--- config.mk ---
export PLATFORM = sky130hd
export DESIGN_NAME = addsub_normalize
export DESIGN_NICKNAME = d
export VERILOG_FILES = /design/src/rtl/addpkg.sv /design/src/rtl/addsub_normalize.sv
export SDC_FILE = /design/constraint.sdc
export NUM_CORES = 1
export LEC_CHECK = 0
export CORE_MARGIN = 2
export CORE_UTILIZATION = 35
export CTS_BUF_LIST = sky130_fd_sc_hd__clkbuf_4 sky130_fd_sc_hd__clkbuf_8
export CTS_CLUSTER_DIAMETER = 60
export DETAILED_ROUTE_END_ITERATION = 6
export DONT_BUFFER_PORTS = 1
export MAX_ROUTING_LAYER = met4
export SLEW_MARGIN = 10
export SYNTH_ARGS = -nofsm -noshare
export SYNTH_HDL_FRONTEND = slang
export SYNTH_SLANG_ARGS = --single-unit
--- constraint.sdc ---
create_clock -name clk -period 6.4 [get_ports clk]
set_clock_uncertainty 0.2 [all_clocks]
set_input_delay 1.92 -clock clk [delete_from_list [all_inputs] [get_ports clk]]
set_output_delay 1.92 -clock clk [all_outputs]
set_load 0.05 [all_outputs]
--- src/rtl/addpkg.sv ---
// Shared special-case codes for the single-precision add/sub datapath.
package addpkg;

  // Special-case code carried from the align/add stage.
  typedef enum logic [2:0] {
    NO_ERR      = 3'd0,
    ZERO_OP_ERR = 3'd1,
    INF_ERR     = 3'd2,
    NAN_ERR     = 3'd3,
    ZERO_ERR    = 3'd4
  } i_err_t;

  // Final error classification produced by the packing stage.
  typedef enum logic [2:0] {
    O_OK        = 3'd0,
    O_INEXACT   = 3'd1,
    O_OVERFLOW  = 3'd2,
    O_UNDERFLOW = 3'd3,
    O_INVALID   = 3'd4
  } o_err_t;

endpackage

--- src/rtl/addsub_normalize.sv ---
// Normalize-and-round stage of the single-precision add/sub datapath.
// Normalizes the raw significand sum one bit per cycle, then rounds to
// nearest-even. The result is presented on a valid/ready handshake.
module addsub_normalize
  import addpkg::*;
(
  input  logic        clk,
  input  logic        rst_n,
  input  logic        in_valid,
  output logic        in_ready,
  input  logic        sign_i,
  input  logic [7:0]  exp_i,
  input  logic [27:0] sum_i,
  input  i_err_t      err_i,
  input  logic [30:0] nz_op_i,
  output logic        out_valid,
  input  logic        out_ready,
  output logic        sign_o,
  output logic [7:0]  exp_o,
  output logic [26:0] sig_untrunc_o,
  output logic        carry_o,
  output logic [30:0] nz_op_o,
  output i_err_t      err_o
);

  typedef enum logic [1:0] {IDLE, NORM, ROUND, DONE} state_t;

  state_t      state_q, state_d;
  logic [27:0] sig_q, sig_d;
  logic [8:0]  exp_q, exp_d;
  i_err_t      err_q, err_d;
  logic        sign_q, sign_d;
  logic [30:0] nz_q, nz_d;
  logic        carry_q, carry_d;
  logic [24:0] rnd;
  logic        load_out;

  logic        out_valid_q;
  logic        sign_o_q;
  logic [7:0]  exp_o_q;
  logic [26:0] sig_o_q;
  logic        carry_o_q;
  logic [30:0] nz_o_q;
  i_err_t      err_o_q;

  // Round-to-nearest-even decision: guard set and any of round/sticky/LSB.
  function automatic logic rne_up(input logic [27:0] s);
    return s[2] & (s[1] | s[0] | s[3]);
  endfunction

  // Upstream codes that bypass normalization entirely.
  function automatic logic is_special(input i_err_t e);
    return (e == ZERO_OP_ERR) || (e == INF_ERR) || (e == NAN_ERR) || (e == ZERO_ERR);
  endfunction

  // Next-state and datapath computation for the normalize/round FSM.
  always_comb begin
    state_d = state_q;
    sig_d   = sig_q;
    exp_d   = exp_q;
    err_d   = err_q;
    sign_d  = sign_q;
    nz_d    = nz_q;
    carry_d = carry_q;
    rnd     = '0;
    unique case (state_q)
      IDLE: begin
        if (in_valid) begin
          sig_d   = sum_i;
          exp_d   = (exp_i == 8'd0) ? 9'd1 : {1'b0, exp_i};
          err_d   = err_i;
          sign_d  = sign_i;
          nz_d    = nz_op_i;
          carry_d = 1'b0;
          if (is_special(err_i)) begin
            state_d = DONE;
          end else if (sum_i == 28'd0) begin
            err_d   = ZERO_ERR;
            state_d = DONE;
          end else begin
            state_d = NORM;
          end
        end
      end
      NORM: begin
        if (sig_q[27]) begin
          // Carry out of the add: shift right, folding the lost bit into sticky.
          sig_d = {1'b0, sig_q[27:2], sig_q[1] | sig_q[0]};
          exp_d = exp_q + 9'd1;
          if (exp_d >= 9'd255) begin
            err_d   = INF_ERR;
            state_d = DONE;
          end else begin
            state_d = ROUND;
          end
        end else if (sig_q[26]) begin
          state_d = ROUND;
        end else if (exp_q == 9'd1) begin
          // Cannot shift further without going below the minimum exponent.
          exp_d   = 9'd0;
          state_d = ROUND;
        end else begin
          sig_d = {sig_q[26:0], 1'b0};
          exp_d = exp_q - 9'd1;
        end
      end
      ROUND: begin
        if (rne_up(sig_q)) begin
          rnd = {1'b0, sig_q[26:3]} + 25'd1;
          if (rnd[24]) begin
            // Rounding overflowed the significand; GRS keep pre-round values.
            sig_d   = {1'b0, rnd[24:1], sig_q[2:0]};
            exp_d   = exp_q + 9'd1;
            carry_d = 1'b1;
            if (exp_d >= 9'd255) err_d = INF_ERR;
          end else begin
            sig_d = {rnd, sig_q[2:0]};
            // A denormal that rounds up into the hidden bit becomes normal.
            if ((exp_q == 9'd0) && rnd[23]) exp_d = 9'd1;
          end
        end
        state_d = DONE;
      end
      DONE: begin
        if (out_ready) state_d = IDLE;
      end
      default: state_d = IDLE;
    endcase
  end

  assign load_out = (state_d == DONE) && (state_q != DONE);

  // FSM and working registers; reset abandons any in-flight result.
  always_ff @(posedge clk or negedge rst_n) begin
    if (!rst_n) begin
      state_q <= IDLE;
      sig_q   <= '0;
      exp_q   <= '0;
      err_q   <= ZERO_ERR;
      sign_q  <= 1'b0;
      nz_q    <= '0;
      carry_q <= 1'b0;
    end else begin
      state_q <= state_d;
      sig_q   <= sig_d;
      exp_q   <= exp_d;
      err_q   <= err_d;
      sign_q  <= sign_d;
      nz_q    <= nz_d;
      carry_q <= carry_d;
    end
  end

  // Output registers load only on entry to DONE so they stay still while valid.
  always_ff @(posedge clk or negedge rst_n) begin
    if (!rst_n) begin
      out_valid_q <= 1'b0;
      sign_o_q    <= 1'b0;
      exp_o_q     <= '0;
      sig_o_q     <= '0;
      carry_o_q   <= 1'b0;
      nz_o_q      <= '0;
      err_o_q     <= ZERO_ERR;
    end else if (load_out) begin
      out_valid_q <= 1'b1;
      sign_o_q    <= sign_d;
      exp_o_q     <= exp_d[7:0];
      sig_o_q     <= sig_d[26:0];
      carry_o_q   <= carry_d;
      nz_o_q      <= nz_d;
      err_o_q     <= err_d;
    end else if (out_valid_q && out_ready) begin
      out_valid_q <= 1'b0;
    end
  end

  assign in_ready      = (state_q == IDLE);
  assign out_valid     = out_valid_q;
  assign sign_o        = sign_o_q;
  assign exp_o         = exp_o_q;
  assign sig_untrunc_o = sig_o_q;
  assign carry_o       = carry_o_q;
  assign nz_op_o       = nz_o_q;
  assign err_o         = err_o_q;

endmodule

* Word level (Yosys, flattened, before mapping) *
Index checks and enable logic that the tools add are counted.

storage, ports and cells
  flip-flop bits (word level) = 147
  latch bits = 0
  RAM bits = 0
  ROM bits = 0
  output and inout bits = 73
  logic and storage cells = 94
  memories = 0

cells by class
  add/sub/neg operators = 3
  $mul = 0
  div/mod/pow operators = 0
  $lt $le $gt $ge = 1
  equality and inequality tests = 14
  shift-type cells = 0
  multiplexer cells = 43
  bitwise operators = 3
  reduce and logical (&&, ||, !) cells = 14

operators with widths
  kind                   number
  $mux 27                4
  $pmux 28 s3            1
  $mux 9                 7
  $mux 31                2
  $mux 28                2
  $logic_not 28->1       1
  $pmux 9 s3             1
  $add 24x1->25 const B  1
  $mux 3                 7
  $mux 2                 7
  $add 9x1->9 const B    1
  $eq 9x1->1 const B     1
  $ge 9x8->1 const B     1
  $logic_not 9->1        1
  $pmux 3 s3             1
  $sub 9x1->9 const B    1
  $logic_not 8->1        1
  $mux 1                 8
  $mux 8                 1
  $pmux 2 s4             1
  $eq 2x2->1 const B     3
  $eq 3x2->1 const B     2
  $ne 2x2->1 const B     3
  $ne 3x3->1 const B     2
  other kinds (13)       18

* Depth between registers and ports, before layout *
Gate-level depths: netlist of the first run.

  word-level depth = 10
  mapped depth = 11
  gate-level depth less buffers = 9

* Worst setup path after synthesis of the first run *
No wires, ideal clock.

  path kind = input to register
  start point = input in_valid
  end point = register exp_o_q[5], in the netlist exp_o[5]
  setup time = 125 ps
  data arrival time = 3598 ps
  data required time = 6075 ps
  slack = 2477 ps
  stages on the path = 7
  buffers on the path = 3
  cells stage by stage = clkbuf_1 clkbuf_1 buf_1 mux2i_1 o32ai_1 a211o_1 mux2_2

on the way
  elaborated cells between the ends (all ways) = 6
  those cells by class = eq/ne: 1; mux: 4; reduce/logical: 1

RTL lines
  what                  RTL line                 source
  from (decl)           addsub_normalize.sv:9    input logic in_valid,
  $mux 9                addsub_normalize.sv:68   if (in_valid) begin
  $pmux 9 s3            addsub_normalize.sv:66   unique case (state_q)
  net exp_d[5]          addsub_normalize.sv:30   logic [8:0] exp_q, exp_d;
  to (signal assigned)  addsub_normalize.sv:167  exp_o_q <= exp_d[7:0];
  to (decl)             addsub_normalize.sv:40   logic [7:0] exp_o_q;

The timed path passes the listed nets, and every way through them passes these cells. The select of a mux whose other input is x is not followed.
A chain may end at the register's enable or synchronous reset.

* Final worst setup path of the first run *
  start point = input sum_i[25]
  end point = register sig_o_q[21], in the netlist sig_untrunc_o[21]

on the way
  cells in the longest elaborated chain, start to end = 7

ends and longest elaborated chain
  what                  RTL line                 source
  from (decl)           addsub_normalize.sv:13   input logic [27:0] sum_i,
  $logic_not 28->1      addsub_normalize.sv:77   end else if (sum_i == 28'd0) begin
  $mux 2                addsub_normalize.sv:77
  $mux 2                addsub_normalize.sv:75   if (is_special(err_i)) begin
  $mux 2                addsub_normalize.sv:68
  $pmux 2 s4            addsub_normalize.sv:66
  $eq 2x2->1            addsub_normalize.sv:131  assign load_out = (state_d == DONE) && (state_q != DONE);
  $logic_and 1x1->1     addsub_normalize.sv:131
  to (signal assigned)  addsub_normalize.sv:168  sig_o_q <= sig_d[26:0];
  to (decl)             addsub_normalize.sv:41   logic [26:0] sig_o_q;

Every way passes these cells.

==> results_dict.tcl, run 1 <==
set metrics [dict create \
    clk_pin_slew_worst_paths_ns 0.09 \
    antenna_cells 0 \
    worst_pin_slew_ns 1.30 \
    cts-buffers-inserted 17 \
    placed_cells 1162 \
    vdd_ir_drop_max_mv 0.253 \
    start_util_pct 35.6 \
    rrSetupSlack_ns 2.53 \
    timing.rr.end "sig_untrunc_o[21]" \
    setup_violations 0 \
    cp-end-kind "flip-flop" \
    ys_seq_area_share_pct 44.2 \
    pin_count 148 \
    ys_types 78 \
    swShare_pct 52.5 \
    cp_slowest_stage_delay_ns 0.78 \
    power.internal_mw 2.55 \
    drv_slew 0 \
    timing.rr.start "exp_q[2]" \
    path_cells "nor4_1, nand4_1, nor2_1, o31ai_1, nand2_4, buf_4, nor2_1, a31oi_1" \
    antenna_found_initial 0 \
    post-route-min-period_ns 4.56 \
    routed_wl_mm 26.3 \
    vias_per_cell 5.93 \
    cpMaxStageDelayCell "nand2_4" \
    async_flop_share_pct 100 \
    yosys_warnings 0 \
    crit_fanout 77 \
    ant_nets 0 \
    holdCritPathClass "reg2reg" \
    grt_pass1_wl_mm 41.0 \
    hold_path.startpoint "nz_q[27]" \
    powerDensity_nw_per_um2 605 \
    maxSlewHeadroom_pct 13.2 \
    die_area_um2 25000 \
    final_cells 1193 \
    grt_pass1_vias 6854 \
    clockBufferDepth 2 \
    postCtsHoldBufs 0 \
    core_area_um2 23400 \
    syn-cell-area_um2 8320 \
    regArea_um2 3680 \
    h-tree-depth 4 \
    hpwl_mm 17.6 \
    drt_pre_antenna_iters 7 \
    clock_sinks 147 \
    synth_area_per_cell_um2 9.14 \
    setup-tns-final_ns 0 \
    fp-row-count 56 \
    place.gp.congestion 0.937 \
    portBuffers 0 \
    leakage_nw 3.73 \
    multi_input_area_um2 4290 \
    clock_latency_ns 0.47 \
    setup_slack_ns 1.84 \
    cp_common_cell "nor2_1" \
    synth_edf_count 0 \
    rsz0062_at_grt "false" \
    cts_setup_buffers 0 \
    max-cap-violations 0 \
    ys_ff_latch 147 \
    synth.area.top_cells "dfrtp_1, mux2_2, nand2_1" \
    power_switching_mw 2.82 \
    synthCells 911 \
    cp_num_cells 8 \
    route.detailed.drc 1 \
    status "finished, violations left" \
    pwr-share-comb_pct 38.4 \
    power_frac_clock_pct 14.3 \
    synth-main-ff-cell "dfrtp_1" \
    finalCritPeriodShare_pct 71.2 \
    final-hold-violation-count 0 \
    die_h_um 158 \
    grt_overflow 0 \
    violations "DRC" \
    cts_resized 0 \
    max_freq_ghz 0.219 \
    synth_top_cell_by_area "dfrtp_1" \
    clock_tree.root_cell "clkbuf_8" \
    finalNetCount 943 \
    n_fill_cell 2388 \
    crit_family "simple AND/OR/NAND/NOR gates" \
    required_ns 6.59 \
    r2r_cells 8 \
    p_seq_share_pct 47.4 \
    place_ws_ns 1.33 \
    drive_above_1_share_pct 14.5 \
    post-route-util_pct 37.9 \
    synth_top_area_share_pct 43.6 \
    grtUsageTotal_pct 22.2 \
    avgRoutedWirePerCell_um 22.1 \
    worstSetupPathType "in2reg" \
    worst-path-buf-inv 1 \
    cts_tree "yes" \
    cp.arrival_ns 4.74 \
    startpoint_type "primary input" \
    grt_max_degree 148 \
    hold_end "nz_q[27]" \
    syn-num-nets 992 \
    area_delta_synth_final_pct 6.69 \
    drt-initial-drc-count 857 \
    hold_path_depth 2 \
    die_width_um 158 \
    dr_total_vias 7077 \
]
[cell type report]
cell class	instances	share of cell area, %
Clock buffer	17	2.63
Clock inverter	14	1.86
Inverter	15	0.634
Multi-Input combinational cell	673	48.3
Sequential cell	147	41.4
Tap cell	319	4.49
Timing Repair Buffer	8	0.676
[layer usage]
layer  routed length, µm  global-route usage (%)  up-vias  share of wire (%)
met1               11100                    30.0     3425                 42
met5                   0                       -        -                  0
met3                2830                    6.54       58                 11
met4                 714                    8.41        0                2.7
li1                    -                       -     3212                  -
met2               11700                    31.3      382                 44
[sequential cells by signal, summed over array words and instances (netlist names), 2 cells and up]
signal / count
nz_q: 31
err_o: 3
err_q: 3
sig_untrunc_o: 27
exp_o: 8
state_q: 2
sig_q: 28
exp_q: 9
nz_op_o: 31
[stage by stage]
stage | instance area, µm² | hold WS (ns) | power (mW)
2_1_floorplan | 8320 | 0.236 | 4.01
3_3_place_gp | 8480 | 0.248 | 4.57
3_5_place_dp | 8480 | 0.254 | 4.60
4_1_cts | 8880 | 0.277 | 5.37
5_1_grt | 8880 | 0.298 | 5.72
6_report | 8880 | 0.274 | 5.37
[synthesized netlist by cell type (3+ instances only)]
cell type,n
nand2_1,174
dfrtp_1,145
mux2_2,62
o21ai_0,59
nor2_1,55
clkbuf_1,42
a21oi_1,39
nand3_1,33
mux2i_1,27
buf_2,22
a222oi_1,18
a31oi_1,17
nor4_1,16
inv_1,15
nor3_1,12
nor2b_1,11
nand4_1,10
and3_1,8
buf_1,8
o22ai_1,8
xnor2_1,7
and2_1,6
ha_1,6
a21o_1,5
and4_1,5
nand2b_1,5
a211oi_1,4
a32oi_1,4
o211ai_1,4
o221ai_1,4
o22a_1,4
o31ai_1,4
or2_2,4
a221oi_1,3
a22oi_1,3
a311oi_1,3
or3_1,3
[cell families after synthesis]
| logic type | share of synthesized area, % |
|---|---|
| AOI/OAI and AO/OA | 16.7 |
| xor gates and xnor gates | 0.842 |
| adders and majority gates | 0.902 |
| buffers and inverters | 4.60 |
| DFF | 44.2 |
| muxes | 11.8 |
| and+or+nand+nor | 20.9 |
[worst max path at each step]
stage | to | start | slack, ns
floorplan | exp_o[5] | in_valid | 2.48
global placement | sig_untrunc_o[21] | sum_i[25] | 1.33
detailed placement | sig_untrunc_o[21] | sum_i[25] | 1.33
CTS | sig_untrunc_o[21] | sum_i[25] | 1.82
global route | sig_untrunc_o[23] | sum_i[25] | 1.77
finish | sig_untrunc_o[21] | sum_i[25] | 1.84
[cell usage in the layout (no fill, tap or decap), types with 7 or more instances in the layout]
| cell type | instances |
|---|---|
| and3_1 | 8 |
| xnor2_1 | 7 |
| mux2_2 | 62 |
| nand4_1 | 10 |
| o22ai_1 | 8 |
| buf_4 | 8 |
| nand3_1 | 33 |
| mux2i_1 | 27 |
| nor4_1 | 16 |
| o21ai_0 | 59 |
| a31oi_1 | 17 |
| nor3_1 | 12 |
| a222oi_1 | 18 |
| nor2_1 | 55 |
| nand2_1 | 173 |
| inv_1 | 15 |
| a21oi_1 | 39 |
| clkbuf_8 | 17 |
| nor2b_1 | 11 |
| dfrtp_1 | 145 |
[power groups by stage]
| stage | clock network, mW | registers, mW | logic, mW |
|---|---|---|---|
| final | 0.765 | 2.54 | 2.06 |
| after global routing | 0.825 | 2.62 | 2.28 |
| after CTS | 0.789 | 2.54 | 2.05 |
| after detailed placement | 0 | 2.56 | 2.04 |
| after global placement | 0 | 2.56 | 2.01 |
| after floorplan | 0 | 2.27 | 1.75 |
[worst register-to-register path: stages (launching register included)]
cell     delay, ns
dfrtp_1       0.62
and3_1        0.45
xnor2_1       0.11
o41ai_1       0.79
nand3_1       0.28
nand2_4       0.82
buf_4         0.33
nor2_1        0.05
a31oi_1       0.15
Power figures use the tool's default switching activity.
==> inputs of run 2 (changes only) <==
- clock period: 6.4 -> 3.7 ns (I/O delays scaled with it)
==> results_dict.tcl, run 2 (synthesized netlist as in run 1, its figures left out) <==
set metrics [dict create \
    status "finished, final reports clean" \
    area_delta_synth_final_pct 9.92 \
    pin_count 148 \
    start_util_pct 35.6 \
    clock_tree.root_cell "clkbuf_8" \
    cts_resized 0 \
    avgRoutedWirePerCell_um 21.5 \
    rsz0062_at_grt "false" \
    grt_pass1_wl_mm 40.7 \
    core_area_um2 23400 \
    clock_latency_ns 0.47 \
    antenna_cells 0 \
    required_ns 3.85 \
    ant_nets 0 \
    final_cell_mix "nand2_1, dfrtp_1, mux2_2" \
    grt_overflow 0 \
    hpwl_mm 18.7 \
    grtUsageTotal_pct 22.0 \
    antenna_found_initial 0 \
    post-route-util_pct 39.1 \
    cts_tree "yes" \
    portBuffers 0 \
    worstSetupPathType "reg2reg" \
    cp-end-kind "flip-flop" \
    clock_sinks 147 \
    final-hold-violation-count 0 \
    route.detailed.drc 0 \
    fp-row-count 56 \
    startpoint_type "flip-flop" \
    final_cells 1224 \
    max-cap-violations 0 \
    postCtsHoldBufs 0 \
    vdd_ir_drop_max_mv 0.470 \
    crit_fanout 8 \
    max_freq_ghz 0.308 \
    routed_wl_mm 26.3 \
    drive_above_1_share_pct 17.3 \
    vias_per_cell 5.84 \
    grt_pass1_vias 6890 \
    drt_pre_antenna_iters 6 \
    leakage_nw 3.90 \
    dpl-instance-area_um2 8730 \
    setup_violations 0 \
    p_total_mw 9.51 \
    finalNetCount 973 \
    drv_slew 0 \
    placed_cells 1192 \
    place.gp.congestion 0.970 \
    h-tree-depth 4 \
    maxSlewHeadroom_pct 47.1 \
    die_area_um2 25000 \
    cp.arrival_ns 3.40 \
    post-route-min-period_ns 3.25 \
    fin_area_um2 9150 \
    mostFrequentLayoutCell "nand2_1" \
    die_width_um 158 \
    drt-initial-drc-count 701 \
    cts_setup_buffers 0 \
    setup-tns-final_ns 0 \
    powerDensity_nw_per_um2 1040 \
    clk_pin_slew_worst_paths_ns 0.09 \
    finalCritPeriodShare_pct 87.8 \
    clockBufferDepth 2 \
    die_h_um 158 \
    holdCritPathClass "in2async" \
    cts-buffers-inserted 17 \
    worst_pin_slew_ns 0.786 \
    dr_total_vias 7143 \
    grt_max_degree 148 \
]
## run 2: worst paths after layout
check / start / to / slack (ns) / depth (start not counted)
max in group asynchronous: rst_n / err_q[2] / 2.88 / 0
min reg2reg: nz_q[24] / nz_q[24] / 0.27 / 2
min: rst_n / nz_q[29] / 0.14 / 0
max reg2reg: sig_q[4] / sig_untrunc_o[22] / 0.45 / 8
min in group clk: nz_q[24] / nz_q[24] / 0.27 / 2
max: sig_q[4] / sig_untrunc_o[22] / 0.45 / 8
## run 2: layer usage
layer  up-vias  track usage, %  wire length, µm
met5         -               -                0
met4         0            7.46              739
met3        62            7.09             2900
met2       378            31.9            11600
met1      3433            29.1            11100
li1       3270               -                -
## run 2: per-stage QoR
| stage | setup WS, ns | hold WS (ns) |
|---|---|---|
| 3_5_place_dp | 0.349 | 0.253 |
| 6_report | 0.450 | 0.142 |
| 4_1_cts | 0.490 | 0.0946 |
| 2_1_floorplan | 0.587 | 0.236 |
| 5_1_grt | 0.257 | 0.108 |
| 3_3_place_gp | 0.385 | 0.248 |
## run 2: area by class of cell
cell class	count	area (µm²)
Clock buffer	18	241
Clock inverter	14	180
Fill cell	2410	14300
Inverter	15	56.3
Multi-Input combinational cell	673	4280
Sequential cell	147	3680
Tap cell	319	399
Timing Repair Buffer	38	310
## run 2: worst max-delay path: stages (launching register included)
cell	delay, ns
dfrtp_1	0.49
ha_1	0.29
nand4_1	0.24
nor4_1	0.54
and4_1	0.36
nor2_1	0.11
a222oi_1	0.32
o21ai_0	0.26
mux2_2	0.33
## run 2: where the power goes
part	internal [mW]	switching (mW)
registers	2.32	2.03
logic	1.61	2.15
clock network	0.646	0.747
==> inputs of run 3 (changes only) <==
- ABC_AREA: default -> 1
- ABC_CLOCK_PERIOD_IN_PS: default -> 3700
==> results_dict.tcl, run 3 <==
set metrics [dict create \
    setup-tns-final_ns 0 \
    portBuffers 0 \
    die_width_um 158 \
    finalNetCount 1245 \
    status "finished, final reports clean" \
    syn-num-nets 1261 \
    final_cell_mix "nand2_1, dfrtp_1, inv_1" \
    required_ns 3.90 \
    pin_count 148 \
    synth_top_family_by_area "simple AND/OR/NAND/NOR gates" \
    hpwl_mm 18.3 \
    cts-buffers-inserted 17 \
    grt_pass1_wl_mm 41.9 \
    p_seq_share_pct 41.6 \
    clock_latency_ns 0.46 \
    vdd_ir_drop_max_mv 0.482 \
    cts_tree "yes" \
    startpoint_type "flip-flop" \
    drt_pre_antenna_iters 5 \
    hold_ws_ns 0.135 \
    placed_cells 1464 \
    start_util_pct 35.6 \
    routed_wl_mm 26.7 \
    synth_top_area_share_pct 43.5 \
    final_cells 1497 \
    post-route-min-period_ns 3.12 \
    clock_tree.root_cell "clkbuf_8" \
    rsz0062_at_grt "false" \
    drt-initial-drc-count 622 \
    synth-main-ff-cell "dfrtp_1" \
    ant_nets 0 \
    yosys-mux-area-fraction_pct 0 \
    crit_fanout 6 \
    synth_edf_count 0 \
    core_area_um2 23500 \
    area_delta_synth_final_pct 9.17 \
    grt_overflow 0 \
    synth.area.top_cells "dfrtp_1, nand2_1, a21oi_1" \
    ys_types 43 \
    swShare_pct 56.4 \
    antenna_found_initial 1 \
    die_h_um 158 \
    mostFrequentLayoutCell "nand2_1" \
    cts_setup_buffers 0 \
    power_switching_mw 5.61 \
    leakage_nw 4.54 \
    synth_top_cell_by_area "dfrtp_1" \
    holdCritPathClass "in2async" \
    worst_pin_slew_ns 0.633 \
    maxSlewHeadroom_pct 57.5 \
    synth-simple-area-share_pct 34.0 \
    final-hold-violation-count 0 \
    synth_area_per_cell_um2 7.08 \
    setup_violations 0 \
    cts_resized 0 \
    max_freq_ghz 0.321 \
    async_flop_share_pct 100 \
    drive_above_1_share_pct 6.63 \
    yosys_warnings 0 \
    clockBufferDepth 2 \
    cp-end-kind "flip-flop" \
    grt_pass1_vias 7546 \
    n_fill_cell 2466 \
    p_total_mw 9.95 \
    clk_pin_slew_worst_paths_ns 0.10 \
    ys_ff_latch 147 \
    ys_seq_area_share_pct 44.1 \
    drv_slew 0 \
    h-tree-depth 4 \
    power.internal_mw 4.34 \
    cp.arrival_ns 3.32 \
    max-cap-violations 0 \
    yosysMostFrequentCell "nand2_1" \
    power_frac_clock_pct 13.4 \
    grt_max_degree 148 \
    worstSetupPathType "reg2reg" \
    postCtsHoldBufs 0 \
    dr_total_vias 7866 \
    avgRoutedWirePerCell_um 17.8 \
    synth_xor_xnor_area_share_pct 2.10 \
    synthCells 1180 \
    synth_adder_area_share_pct 0.899 \
    syn-cell-area_um2 8350 \
    clock_sinks 147 \
    die_area_um2 25100 \
    route.detailed.drc 0 \
    fp-row-count 56 \
    pwr-share-comb_pct 45.0 \
    finalCritPeriodShare_pct 84.2 \
    synth_common_cells "nand2_1, dfrtp_1, inv_1" \
    synth_compound_area_share_pct 11.6 \
    grtUsageTotal_pct 22.3 \
    powerDensity_nw_per_um2 1090 \
    vias_per_cell 5.25 \
    place.gp.congestion 0.950 \
]
run 3: changes by cell type after synthesis, moves of 13 or more:
cell / delta
a21oi_1: +22
a222oi_1: -18
inv_1: +65
mux2_2: -62
mux2i_1: -27
nand2_1: +345
nand3_1: +16
nand4_1: +20
nor4_1: -13
o211ai_1: +22
o21ai_0: -19
xor2_1: +19
run 3: cells by family (layout without fill, tap and decap cells):
family	count (synthesis)	in the layout
other	0	1
adders and majority gates	6	6
xor gates and xnor gates	20	20
DFF	147	147
AOI/OAI and AO/OA	162	162
buffers and inverters	150	147
and+or+nand+nor	695	695
run 3: critical path, cell delays in order (launching register included):
cell,delay (ns)
dfrtp_1,0.46
ha_1,0.33
nand2_1,0.16
nor2_1,0.20
nand2_1,0.16
nor2_2,0.21
nand4_2,0.25
nor2_1,0.58
o21ai_0,0.23
nand3b_1,0.16
nand2_1,0.06
nand2_1,0.06
run 3: power groups by stage:
stage,clock network [mW],registers (mW),logic [mW]
detailed placement,0,4.16,4.49
global route,1.44,4.24,5.08
floorplan,0,3.86,3.42
CTS,1.38,4.14,4.49
global placement,0,4.17,4.41
finish,1.33,4.14,4.48
run 3: final timing paths:
check                          from                end  slack (ns)  depth (start not counted)
hold reg to reg            nz_q[24]           nz_q[24]        0.28                          2
setup / recovery           sig_q[3]  sig_untrunc_o[19]        0.58                         11
min in group clk           nz_q[24]           nz_q[24]        0.28                          2
max in group asynchronous     rst_n           err_q[2]        2.82                          0
hold / removal                rst_n  sig_untrunc_o[18]        0.13                          0
setup reg to reg           sig_q[3]  sig_untrunc_o[19]        0.58                         11
run 3: cell type report:
class,count,area [µm²],area share [%]
Sequential cell,147,3680,40.4
Multi-Input combinational cell,883,4070,44.6
Clock buffer,17,234,2.57
Inverter,90,338,3.71
Tap cell,319,399,4.38
Antenna cell,1,2.50,0.0274
Clock inverter,15,180,1.98
Timing Repair Buffer,25,213,2.33
run 3: per-layer routing:
layer  GRT usage (%)  part of all wire (%)
met1            28.7                    44
met2            33.4                    44
met3            7.16                   9.6
met4            7.21                   2.3
met5               -                     0
run 3: stage by stage:
stage	cell area, µm²	setup slack, ns	utilization (%)
global route	9120	0.422	38.8
finish	9120	0.584	38.8
floorplan	8350	0.900	-
detailed placement	8700	0.482	37.1
CTS	9110	0.707	38.8
global placement	8700	0.524	37.1
